$ cat src/rtl/ras_pkg.sv
// ras_pkg: shared address width, pending-entry layout and flush FSM states for ras_verify
package ras_pkg;
  localparam int ADDR_W_DEFAULT = 32;
  typedef struct packed {
    logic [ADDR_W_DEFAULT-1:0] pc;
    logic                      hit;
    logic [ADDR_W_DEFAULT-1:0] target;
  } ras_entry_t;
  typedef enum logic {IDLE, FLUSH} ras_state_t;
endpackage

$ cat src/rtl/ras_pend_fifo.sv
// ras_pend_fifo: in-order pending-prediction FIFO with simultaneous push/pop and synchronous clear
module ras_pend_fifo import ras_pkg::*; #(
  parameter int  DEPTH   = 4,
  parameter type entry_t = ras_entry_t
) (
  input  logic                   CLK,
  input  logic                   RESET,
  input  logic                   clr,
  input  logic                   push,
  input  logic                   pop,
  input  entry_t                 din,
  output entry_t                 dout,
  output logic                   full,
  output logic                   empty,
  output logic [$clog2(DEPTH):0] count
);
  localparam int PW = $clog2(DEPTH);
  localparam int CW = PW + 1;
  entry_t mem [DEPTH];
  logic [PW-1:0] wp, rp;
  logic do_push, do_pop;
  assign empty   = count == '0;
  assign full    = count == CW'(DEPTH);
  assign do_pop  = pop && !empty;
  assign do_push = push && (!full || do_pop);
  assign dout    = mem[rp];
  // pointers wrap naturally at DEPTH; clear takes priority over push and pop
  always_ff @(posedge CLK or negedge RESET)
    if (!RESET) begin
      wp    <= '0;
      rp    <= '0;
      count <= '0;
    end else if (clr) begin
      wp    <= '0;
      rp    <= '0;
      count <= '0;
    end else begin
      wp    <= wp + PW'(do_push);
      rp    <= rp + PW'(do_pop);
      count <= count + CW'(do_push) - CW'(do_pop);
    end
  // entry storage needs no reset: only slots covered by count are ever read as valid
  always_ff @(posedge CLK)
    if (do_push) mem[wp] <= din;
endmodule

$ cat src/rtl/ras_verify.sv
// ras_verify: judges fetch-time RAS predictions against EX JR targets; RAS_VERIFY_STATS_EN adds counters
module ras_verify import ras_pkg::*; #(
  parameter int DEPTH        = 4,
  parameter int ADDR_W       = ADDR_W_DEFAULT,
  parameter int FLUSH_CYCLES = 2
) (
  input  logic                   CLK,
  input  logic                   RESET,
  input  logic                   pred_valid,
  input  logic                   pred_hit,
  input  logic [ADDR_W-1:0]      pred_pc,
  input  logic [ADDR_W-1:0]      pred_target,
  input  logic                   res_valid,
  input  logic [ADDR_W-1:0]      res_pc,
  input  logic [ADDR_W-1:0]      res_target,
  output logic                   mispredict,
  output logic [ADDR_W-1:0]      redirect_PC,
  output logic                   flush,
  output logic                   pend_full,
`ifdef RAS_VERIFY_STATS_EN
  output logic [31:0]            stat_correct,
  output logic [31:0]            stat_mispred,
`endif
  output logic [$clog2(DEPTH):0] pend_count
);
  localparam int FW = $clog2(FLUSH_CYCLES + 1);
  ras_state_t state, state_nx;
  logic [FW-1:0] fcnt, fcnt_nx;
  ras_entry_t head, wr;
  logic empty, idle, judge, ok, bad;
  assign idle  = state == IDLE;
  assign judge = res_valid && idle;
  assign ok    = !empty && head.pc == res_pc && head.hit && head.target == res_target;
  assign bad   = judge && !ok;
  assign flush = !idle;
  assign wr    = '{pc: pred_pc, hit: pred_hit, target: pred_target};
  ras_pend_fifo #(.DEPTH(DEPTH), .entry_t(ras_entry_t)) u_fifo (
    .CLK   (CLK),
    .RESET (RESET),
    .clr   (bad),
    .push  (pred_valid && idle),
    .pop   (judge),
    .din   (wr),
    .dout  (head),
    .full  (pend_full),
    .empty (empty),
    .count (pend_count)
  );
  // flush sequencer state and down-counter
  always_ff @(posedge CLK or negedge RESET)
    if (!RESET) begin
      state <= IDLE;
      fcnt  <= '0;
    end else begin
      state <= state_nx;
      fcnt  <= fcnt_nx;
    end
  // enter FLUSH on a bad resolve, leave after the counter has covered FLUSH_CYCLES cycles
  always_comb begin
    state_nx = bad ? FLUSH : (!idle && fcnt == FW'(1)) ? IDLE : state;
    fcnt_nx  = bad ? FW'(FLUSH_CYCLES) : idle ? fcnt : fcnt - FW'(1);
  end
  // one-cycle redirect pulse; the redirect address holds until the next mispredict
  always_ff @(posedge CLK or negedge RESET)
    if (!RESET) begin
      mispredict  <= 1'b0;
      redirect_PC <= '0;
    end else begin
      mispredict <= bad;
      if (bad) redirect_PC <= res_target;
    end
`ifdef RAS_VERIFY_STATS_EN
  // saturating tallies of judged resolves
  always_ff @(posedge CLK or negedge RESET)
    if (!RESET) begin
      stat_correct <= '0;
      stat_mispred <= '0;
    end else begin
      if (judge && ok && stat_correct != '1) stat_correct <= stat_correct + 32'd1;
      if (bad && stat_mispred != '1) stat_mispred <= stat_mispred + 32'd1;
    end
`endif
endmodule

$ cat config.mk
export PLATFORM = sky130hd
export DESIGN_NAME = ras_verify
export DESIGN_NICKNAME = d
export VERILOG_FILES = /design/src/rtl/ras_pkg.sv /design/src/rtl/ras_pend_fifo.sv /design/src/rtl/ras_verify.sv
export SDC_FILE = /design/constraint.sdc
export NUM_CORES = 1
export LEC_CHECK = 0
export CAP_MARGIN = 20
export CORE_UTILIZATION = 50
export CTS_CLUSTER_DIAMETER = 40
export DETAILED_ROUTE_END_ITERATION = 10
export GPL_ROUTABILITY_DRIVEN = 0
export PLACE_DENSITY = 0.83
export SLEW_MARGIN = 20
export SYNTH_ARGS = -nofsm -noshare
export SYNTH_HDL_FRONTEND = slang
export SYNTH_SLANG_ARGS = --single-unit
$ cat constraint.sdc
create_clock -name CLK -period 5.7 [get_ports CLK]
set_clock_uncertainty 0.1 [all_clocks]
set_input_delay 0.57 -clock CLK [delete_from_list [all_inputs] [get_ports CLK]]
set_output_delay 0.57 -clock CLK [all_outputs]
set_load 0.02 [all_outputs]
After elaboration in Yosys (flattened, before gate mapping). Memory sizes are Yosys's and may differ from the RTL's. Index checks and enable logic that the tools add are counted.

Add/subtract/negate cells: 5. Eq/ne operators: 4. Mux-type cells: 9. Bitwise logic cells: 1. Reductions and logical operators: 16.

Operator list (number): $eq 32x32->1 (2); $logic_and 1x1->1 (9); $mux 2 (4); $add 2x1->2 (2); $mux 1 (4); $reduce_bool 2->1 (2); $add 3x1->3 (1); $eq 3x3->1 const B (1); $logic_not 1->1 (3); $logic_not 3->1 (1); $mux 3 (1); $sub 3x1->3 (1); $eq 2x1->1 const B (1); $sub 2x1->2 const B (1); $logic_or 1x1->1 (1); $not 1->1 (1).

Register bits: 43. RAM bits: 260. Output and inout port bits: 38. Memories: 1.

Memory list: u_fifo.mem (words 4, bits a word 65, read ports 1, clocked after Yosys merged registers in 0, wr ports 1, line ras_pend_fifo.sv:19) `entry_t mem [DEPTH];`.

Longest topological paths before layout. Gate-level depths: netlist (run 1).

Depth after elaboration: 8. Gate-level depth with buffers: 12. Depth with buffers taken out: 10.

By module. A second synthesis (run 1) with hierarchy kept.

Cells, all modules: 554. Area total of the unflattened synthesis: 11933.9 µm².

By module, submodules not included: ras_pend_fifo (instances 1, cells each 377, area an instance 9823.2 µm², seq. area each 7982.7 µm²); ras_verify (instances 1, cells each 177, area an instance 2110.8 µm², seq. area each 900.9 µm²).

Worst setup path after synthesis (run 1). Ideal clock, no wire load.

Kind: flip-flop to flip-flop. From: register u_fifo.count[1]. To: memory u_fifo.mem[0][0] (netlist bit) (enable). Setup time: 0.581 ns. Arrival: 5.843 ns. Required time: 5.019 ns. Slack: -0.824 ns. Cell stages (with the launch flop): 4. Period minus slack after synthesis: 6.524 ns. Path through: dfrtp_1 -> nor3b_1 -> a21oi_1 -> nor3b_1.

Elaborated cells between the ends (all ways): 9. Classes of those cells: eq/ne (1); mux (2); reduce/logical (6).

RTL lines: from (decl) (line ras_pend_fifo.sv:15) `output logic [$clog2(DEPTH):0] count`; from (signal assigned) (line ras_pend_fifo.sv:40) `count <= count + CW'(do_push) - CW'(do_pop);`; $eq 3x3->1 (line ras_pend_fifo.sv:23) `assign full = count == CW'(DEPTH);`; named net pend_full (line ras_verify.sv:19) `output logic pend_full,`; $logic_not 1->1 (line ras_pend_fifo.sv:25) `assign do_push = push && (!full || do_pop);`; $logic_or 1x1->1 (line ras_pend_fifo.sv:25); $logic_and 1x1->1 (line ras_pend_fifo.sv:25); $mux 1 (line ras_pend_fifo.sv:44) `if (do_push) mem[wp] <= din;`; $mux 1 (not written as such) (line ras_pend_fifo.sv:44); to (decl) (line ras_pend_fifo.sv:19).

The timed path passes the listed nets, and every way through them passes these cells.

Final worst setup path (run 1).
From: register u_fifo.rp[1]. To: register redirect_PC[16].

Word-level cells in the longest chain between the ends: 7. Elaborated cells between the ends (all ways): 8. Classes of those cells: eq/ne (2); reduce/logical (5); memory (1).

RTL lines: from (decl) (line ras_pend_fifo.sv:20) `logic [PW-1:0] wp, rp;`; from (signal assigned) (line ras_pend_fifo.sv:39) `rp <= rp + PW'(do_pop);`; $mem_v2 4x65 (*); $eq 32x32->1 (line ras_verify.sv:33) `assign ok = !empty && head.pc == res_pc && head.hit && head.target == res_target;`; $logic_and 1x1->1 (2 in a row) (line ras_verify.sv:33); $logic_and 1x1->1 (*) (line ras_verify.sv:33); $logic_not 1->1 (*) (line ras_verify.sv:34) `assign bad = judge && !ok;`; $logic_and 1x1->1 (*) (line ras_verify.sv:34); to (signal assigned) (line ras_verify.sv:70) `if (bad) redirect_PC <= res_target;`; to (decl) (line ras_verify.sv:17) `output logic [ADDR_W-1:0] redirect_PC,`.

Every way passes the cells marked *; elsewhere a longest branch is shown, timed or not. A chain may end at the register's enable or synchronous reset.

==> flow_summary.ini, run 1 <==
[clock_network]
htreeDepth = 2
cts_tree = done
clk_pin_slew_ns = 0.06
cts_setup_buffers = 0
clock_path_buffers = 3
clk_latency_ns = 0.51
cts_root_buf = clkbuf_16
postCtsHoldBufs = 0
cts-buffers-inserted = 36
ctsResizeCount = 0
cts.sinks = 303

[setup_path]
worstPathRequired_ns = 5.99
critPathKind = reg -> reg
endpoint_kind = register
crit_fanout = 43
crit_arrival_ns = 4.79
cp-start-kind = register
crit_slowest_cell = dfrtp_2
critical_path.most_common_cell = buf_4
cpPeakStageDelay_ns = 0.85
path_cells = buf_4 -> mux4_2 -> xnor2_1 -> o2111ai_1 -> nor4_1 -> nand4_1 -> o41ai_4 -> buf_4 -> mux2_2

[synth]
postSynthCellCount = 679
yosysTopAreaCellShare = 0.624
synth_area_per_cell_um2 = 18.4
synth-main-ff-cell = edfxtp_1
synth.distinct_cells = 60
async_reset_ff_frac = 0.142
yosys-top-cells-area = edfxtp_1, dfrtp_1, mux4_2, mux2i_1, mux2_4
ys_seq_area_frac = 0.710
synth_edf_count = 260
synthesis.nets = 818
yosys_warnings = 0
yosysTopAreaCell = edfxtp_1
synth-seq-cells = 303
synth_area_mm2 = 0.0125

[placement]
dp_cells = 1161
dp_hpwl_um = 18800
dp_slack_ns = 1.37
dpl_cell_area_mm2 = 0.0146
port-buffer-count = 170

[timing]
worst_pin_slew_ns = 0.999
period_needed_ns = 4.50
rsz0062_at_grt = false
setup_viol = 0
hold_viol = 0
setup_tns_ns = 0
fmax_mhz = 222
finalMaxSlewViolations = 0
min_period_over_period = 0.790
worst_hold_slack_ns = 0.0898
fin_ws_ns = 1.20
maxSlewHeadroom = 0.334

[layout]
layout_common_cells = edfxtp_1, clkdlybuf4s50_1, mux2i_1
fillers = 1673
final_util = 0.644
multi_input_area_mm2 = 0.00337
drive_above_1_share = 0.165
area_growth_pct = 26.0
instances_no_fill = 1226
final_common_cell = edfxtp_1
postLayoutCellArea_mm2 = 0.0158
fin_nets = 1014
regArea_mm2 = 0.00889

[grt]
grt_pass1_vias = 7229
grt_max_degree = 66
antenna_found_initial = 1
grt_pass1_wl_um = 42200
grt-ovfl-total = 0
grt_use_total = 0.222

[floorplan]
die_width_um = 160
initial_core_util = 0.511
die_h_um = 160
design.core.area_mm2 = 0.0245
pin_count = 171
row_count = 57
dieArea_mm2 = 0.0257

[power]
total_power_mw = 7.34
irDropWorstVdd_mv = 0.296
power.density_mw_per_mm2 = 466
p_leak_nw = 5.45

[detailed_routing]
drtIter0Drc = 696
via_per_inst = 5.76
drt_wl_total_um = 28100
wl_per_cell_um = 22.9
ant_nets = 0
drc = 0
first_pass_iters = 6
vias = 7063

[worst_hold_path]
holdCritPathClass = in -> async

[outcome]
status = completed

[flow_run]
max-cap-violations = 0
==> area by class of cell <==
class | count | share of cell area
Sequential cell | 303 | 0.564
Multi-Input combinational cell | 329 | 0.214
Timing Repair Buffer | 183 | 0.115
Clock buffer | 41 | 0.0597
Tap cell | 324 | 0.0257
Clock inverter | 23 | 0.0168
Inverter | 22 | 0.00524
Antenna cell | 1 | 0.000159
==> sequential cells by signal (all words and copies together) (netlist names) <==
register	flops
fcnt	2
flush	1
mispredict	1
redirect_PC	32
u_fifo.count	3
u_fifo.mem	260
u_fifo.rp	2
u_fifo.wp	2
==> power by group <==
part | total [mW] | switching [mW] | internal, mW
logic | 2.07 | 1.03 | 1.04
registers | 3.00 | 0.209 | 2.79
clock network | 2.27 | 0.883 | 1.39
==> final timing paths <==
path,startpoint,to,slack [ns],cells past startpoint
setup / recovery,u_fifo.rp[1],redirect_PC[16],1.20,9
hold / removal,RESET,u_fifo.rp[1],0.09,2
setup reg to reg,u_fifo.rp[1],redirect_PC[16],1.20,9
min in group CLK,redirect_PC[10],redirect_PC[10],0.39,1
max in group asynchronous,RESET,u_fifo.rp[0],4.91,2
hold reg to reg,redirect_PC[10],redirect_PC[10],0.39,1
==> critical path: cells and delay by family (launching register included) <==
kind / cells / cell delay (ns)
AND/OR/NAND/NOR: 2 / 0.75
XOR/XNOR: 1 / 0.20
AO/OA/AOI/OAI: 2 / 0.65
multiplexers: 2 / 0.79
buffers and inverters: 2 / 1.02
flip-flops: 1 / 0.85
==> synthesized netlist by cell type, drive strengths merged (5+ instances only) <==
cell type	n
a22oi	5
mux2	36
edfxtp	260
ha	5
o22ai	10
dfrtp	43
o2111ai	5
xor2	14
o21ai	7
nor3	6
nor2	14
mux4	40
buf	21
xnor2	27
nor4	5
nand2	17
and2	7
mux2i	59
a21oi	8
nand3	9
nand4	7
inv	21
==> cells by family after synthesis <==
| logic type | after synthesis | synth area share |
|---|---|---|
| AOI/OAI and AO/OA | 66 | 0.0411 |
| xor gates and xnor gates | 41 | 0.0287 |
| adders and majority gates | 6 | 0.00660 |
| buffers and inverters | 47 | 0.0222 |
| DFF | 303 | 0.710 |
| muxes | 135 | 0.158 |
| and+or+nand+nor | 81 | 0.0336 |
==> metal layers <==
metal,up-vias,track usage,share of wire
met2,349,0.366,0.49
li1,3111,-,-
met5,-,0,0
met3,49,0.0486,0.081
met4,0,0.0645,0.020
met1,3554,0.297,0.41
Power figures use the tool's default switching activity.
==> run 2: changes to the inputs <==
--- a/config.mk
+++ b/config.mk
@@ -6,11 +6,11 @@
 export NUM_CORES = 1
 export LEC_CHECK = 0
 export CAP_MARGIN = 20
-export CORE_UTILIZATION = 50
+export CORE_UTILIZATION = 55
 export CTS_CLUSTER_DIAMETER = 40
 export DETAILED_ROUTE_END_ITERATION = 10
 export GPL_ROUTABILITY_DRIVEN = 0
-export PLACE_DENSITY = 0.83
+export PLACE_DENSITY = 0.86
 export SLEW_MARGIN = 20
 export SYNTH_ARGS = -nofsm -noshare
 export SYNTH_HDL_FRONTEND = slang
==> constraint.sdc (replaced) <==
create_clock -name CLK -period 4.7 [get_ports CLK]
set_clock_uncertainty 0.1 [all_clocks]
set_input_delay 0.47 -clock CLK [delete_from_list [all_inputs] [get_ports CLK]]
set_output_delay 0.47 -clock CLK [all_outputs]
set_load 0.02 [all_outputs]
==> flow_summary.ini, run 2 (synthesis gave the netlist of run 1 again) <==
[outcome]
status = finished, violations left
failed_checks = DRC, hold timing

[timing]
worst_pin_slew_ns = 0.993
setup_tns_ns = 0
min_period_over_period = 0.929
setup_viol = 0
hold_viol = 36
rsz0062_at_grt = false
fmax_mhz = 229
maxSlewHeadroom = 0.338
worst_hold_slack_ns = -0.0320
finalMaxSlewViolations = 0
period_needed_ns = 4.37

[floorplan]
die_width_um = 153
dieArea_mm2 = 0.0234
design.core.area_mm2 = 0.0221
initial_core_util = 0.566
die_h_um = 153
pin_count = 171
row_count = 54

[layout]
fin_nets = 1019
fillers = 1266
drive_above_1_share = 0.171
final_common_cell = edfxtp_1
top_regs = u_fifo.mem (260), redirect_PC (32), u_fifo.count (3)
multi_input_area_mm2 = 0.00337
regArea_mm2 = 0.00889
largest-register = u_fifo.mem
area_growth_pct = 26.7
largest_reg_flops = 260
layout_common_cells = edfxtp_1, clkdlybuf4s50_1, mux2i_1

[grt]
grt_pass1_vias = 7649
grt_pass1_wl_um = 44500
antenna_found_initial = 3
grt_max_degree = 66
grt-ovfl-total = 0
grt_use_total = 0.260

[flow_run]
max-cap-violations = 0

[power]
pwr-share-seq = 0.396
internal_power_mw = 6.52
power.density_mw_per_mm2 = 578
swShare = 0.288
p_comb_frac = 0.286
p_leak_nw = 5.52
p_sw_mw = 2.64
pwr-share-clk = 0.318
irDropWorstVdd_mv = 0.420

[clock_network]
cts_tree = done
cts_setup_buffers = 0
htreeDepth = 2
cts_root_buf = clkbuf_16
clock_path_buffers = 3
clk_pin_slew_ns = 0.06
cts-buffers-inserted = 36
ctsResizeCount = 0
clk_latency_ns = 0.51
cts.sinks = 303
postCtsHoldBufs = 0

[setup_path]
crit_fanout = 38
crit_arrival_ns = 4.65
endpoint_kind = register
cp-start-kind = register
r2r-start = u_fifo.rp[0]
r2r_slack_ns = 0.33
worstPathRequired_ns = 4.99
rr_endpoint = redirect_PC[14]
critPathKind = reg -> reg
reg2reg_depth = 9

[detailed_routing]
drtIter0Drc = 837
ant_nets = 0
drc = 9
first_pass_iters = 9
wl_per_cell_um = 25.2
via_per_inst = 6.21
drt_wl_total_um = 29900
vias = 7371

[placement]
dp_hpwl_um = 18900
port-buffer-count = 170

[worst_hold_path]
holdCritPathClass = in -> async
run 2: changes by cell type in the layout (fill, tap and decap cells not counted), sizes merged:
| cell | previous run | this run |
|---|---|---|
| clkbuf | 41 | 44 |
| clkinv | 12 | 11 |
| buf | 14 | 19 |
| bufinv | 4 | 6 |
| inv | 26 | 22 |
run 2: power groups by stage:
| stage | logic, mW | registers [mW] | clock network (mW) |
|---|---|---|---|
| floorplan | 1.53 | 3.79 | 0 |
| global placement | 2.52 | 3.64 | 0 |
| detailed placement | 2.58 | 3.66 | 0 |
| CTS | 2.62 | 3.63 | 2.93 |
| global route | 2.75 | 3.67 | 3.04 |
| finish | 2.62 | 3.63 | 2.92 |
run 2: critical path: stages (launching register included):
cell and delay (ns):
dfrtp_4 0.74, buf_12 0.28, mux2i_1 0.33, o22ai_1 0.16, or3_1 0.34, a2111oi_0 0.81, nand4_1 0.27, o41ai_4 0.49
buf_12 0.28, mux2_1 0.36
run 2: per-stage QoR:
stage	util	cell area [um^2]	setup slack (ns)	total power, mW	instances
global route	0.718	15900	0.347	9.46	1187
global placement	0.660	14600	0.714	6.16	1122
detailed placement	0.660	14600	0.563	6.25	1122
CTS	0.717	15900	0.541	9.18	1186
finish	0.718	15900	0.333	9.16	1187
floorplan	-	12500	0.268	5.32	679
run 2: worst max path at each step:
stage | startpoint | endpoint | slack [ns] | cells past startpoint
6_report | u_fifo.rp[0] | redirect_PC[14] | 0.33 | 9
5_1_grt | u_fifo.rp[0] | redirect_PC[8] | 0.35 | 9
4_1_cts | u_fifo.rp[0] | redirect_PC[15] | 0.54 | 9
3_5_place_dp | u_fifo.rp[0] | redirect_PC[9] | 0.56 | 9
3_3_place_gp | u_fifo.rp[0] | redirect_PC[16] | 0.71 | 9
2_1_floorplan | u_fifo.count[1] | u_fifo.mem[1][0] | 0.27 | 4
run 2: layer usage:
layer	part of all wire	vias to the layer above	routed length, um	track usage
li1	-	3110	-	-
met1	0.37	3679	10900	0.328
met2	0.51	485	15100	0.436
met3	0.086	97	2580	0.0476
met4	0.042	0	1270	0.131
met5	0	-	0	0
run 2: final cells by class:
cell class,instances,area share
inverters,22,0.00521
multi-input cells,329,0.213
diodes,1,0.000158
clock buffers,44,0.0626
flip-flops and latches,303,0.561
clock inverters,20,0.0180
well taps,280,0.0221
repair buffers,188,0.119
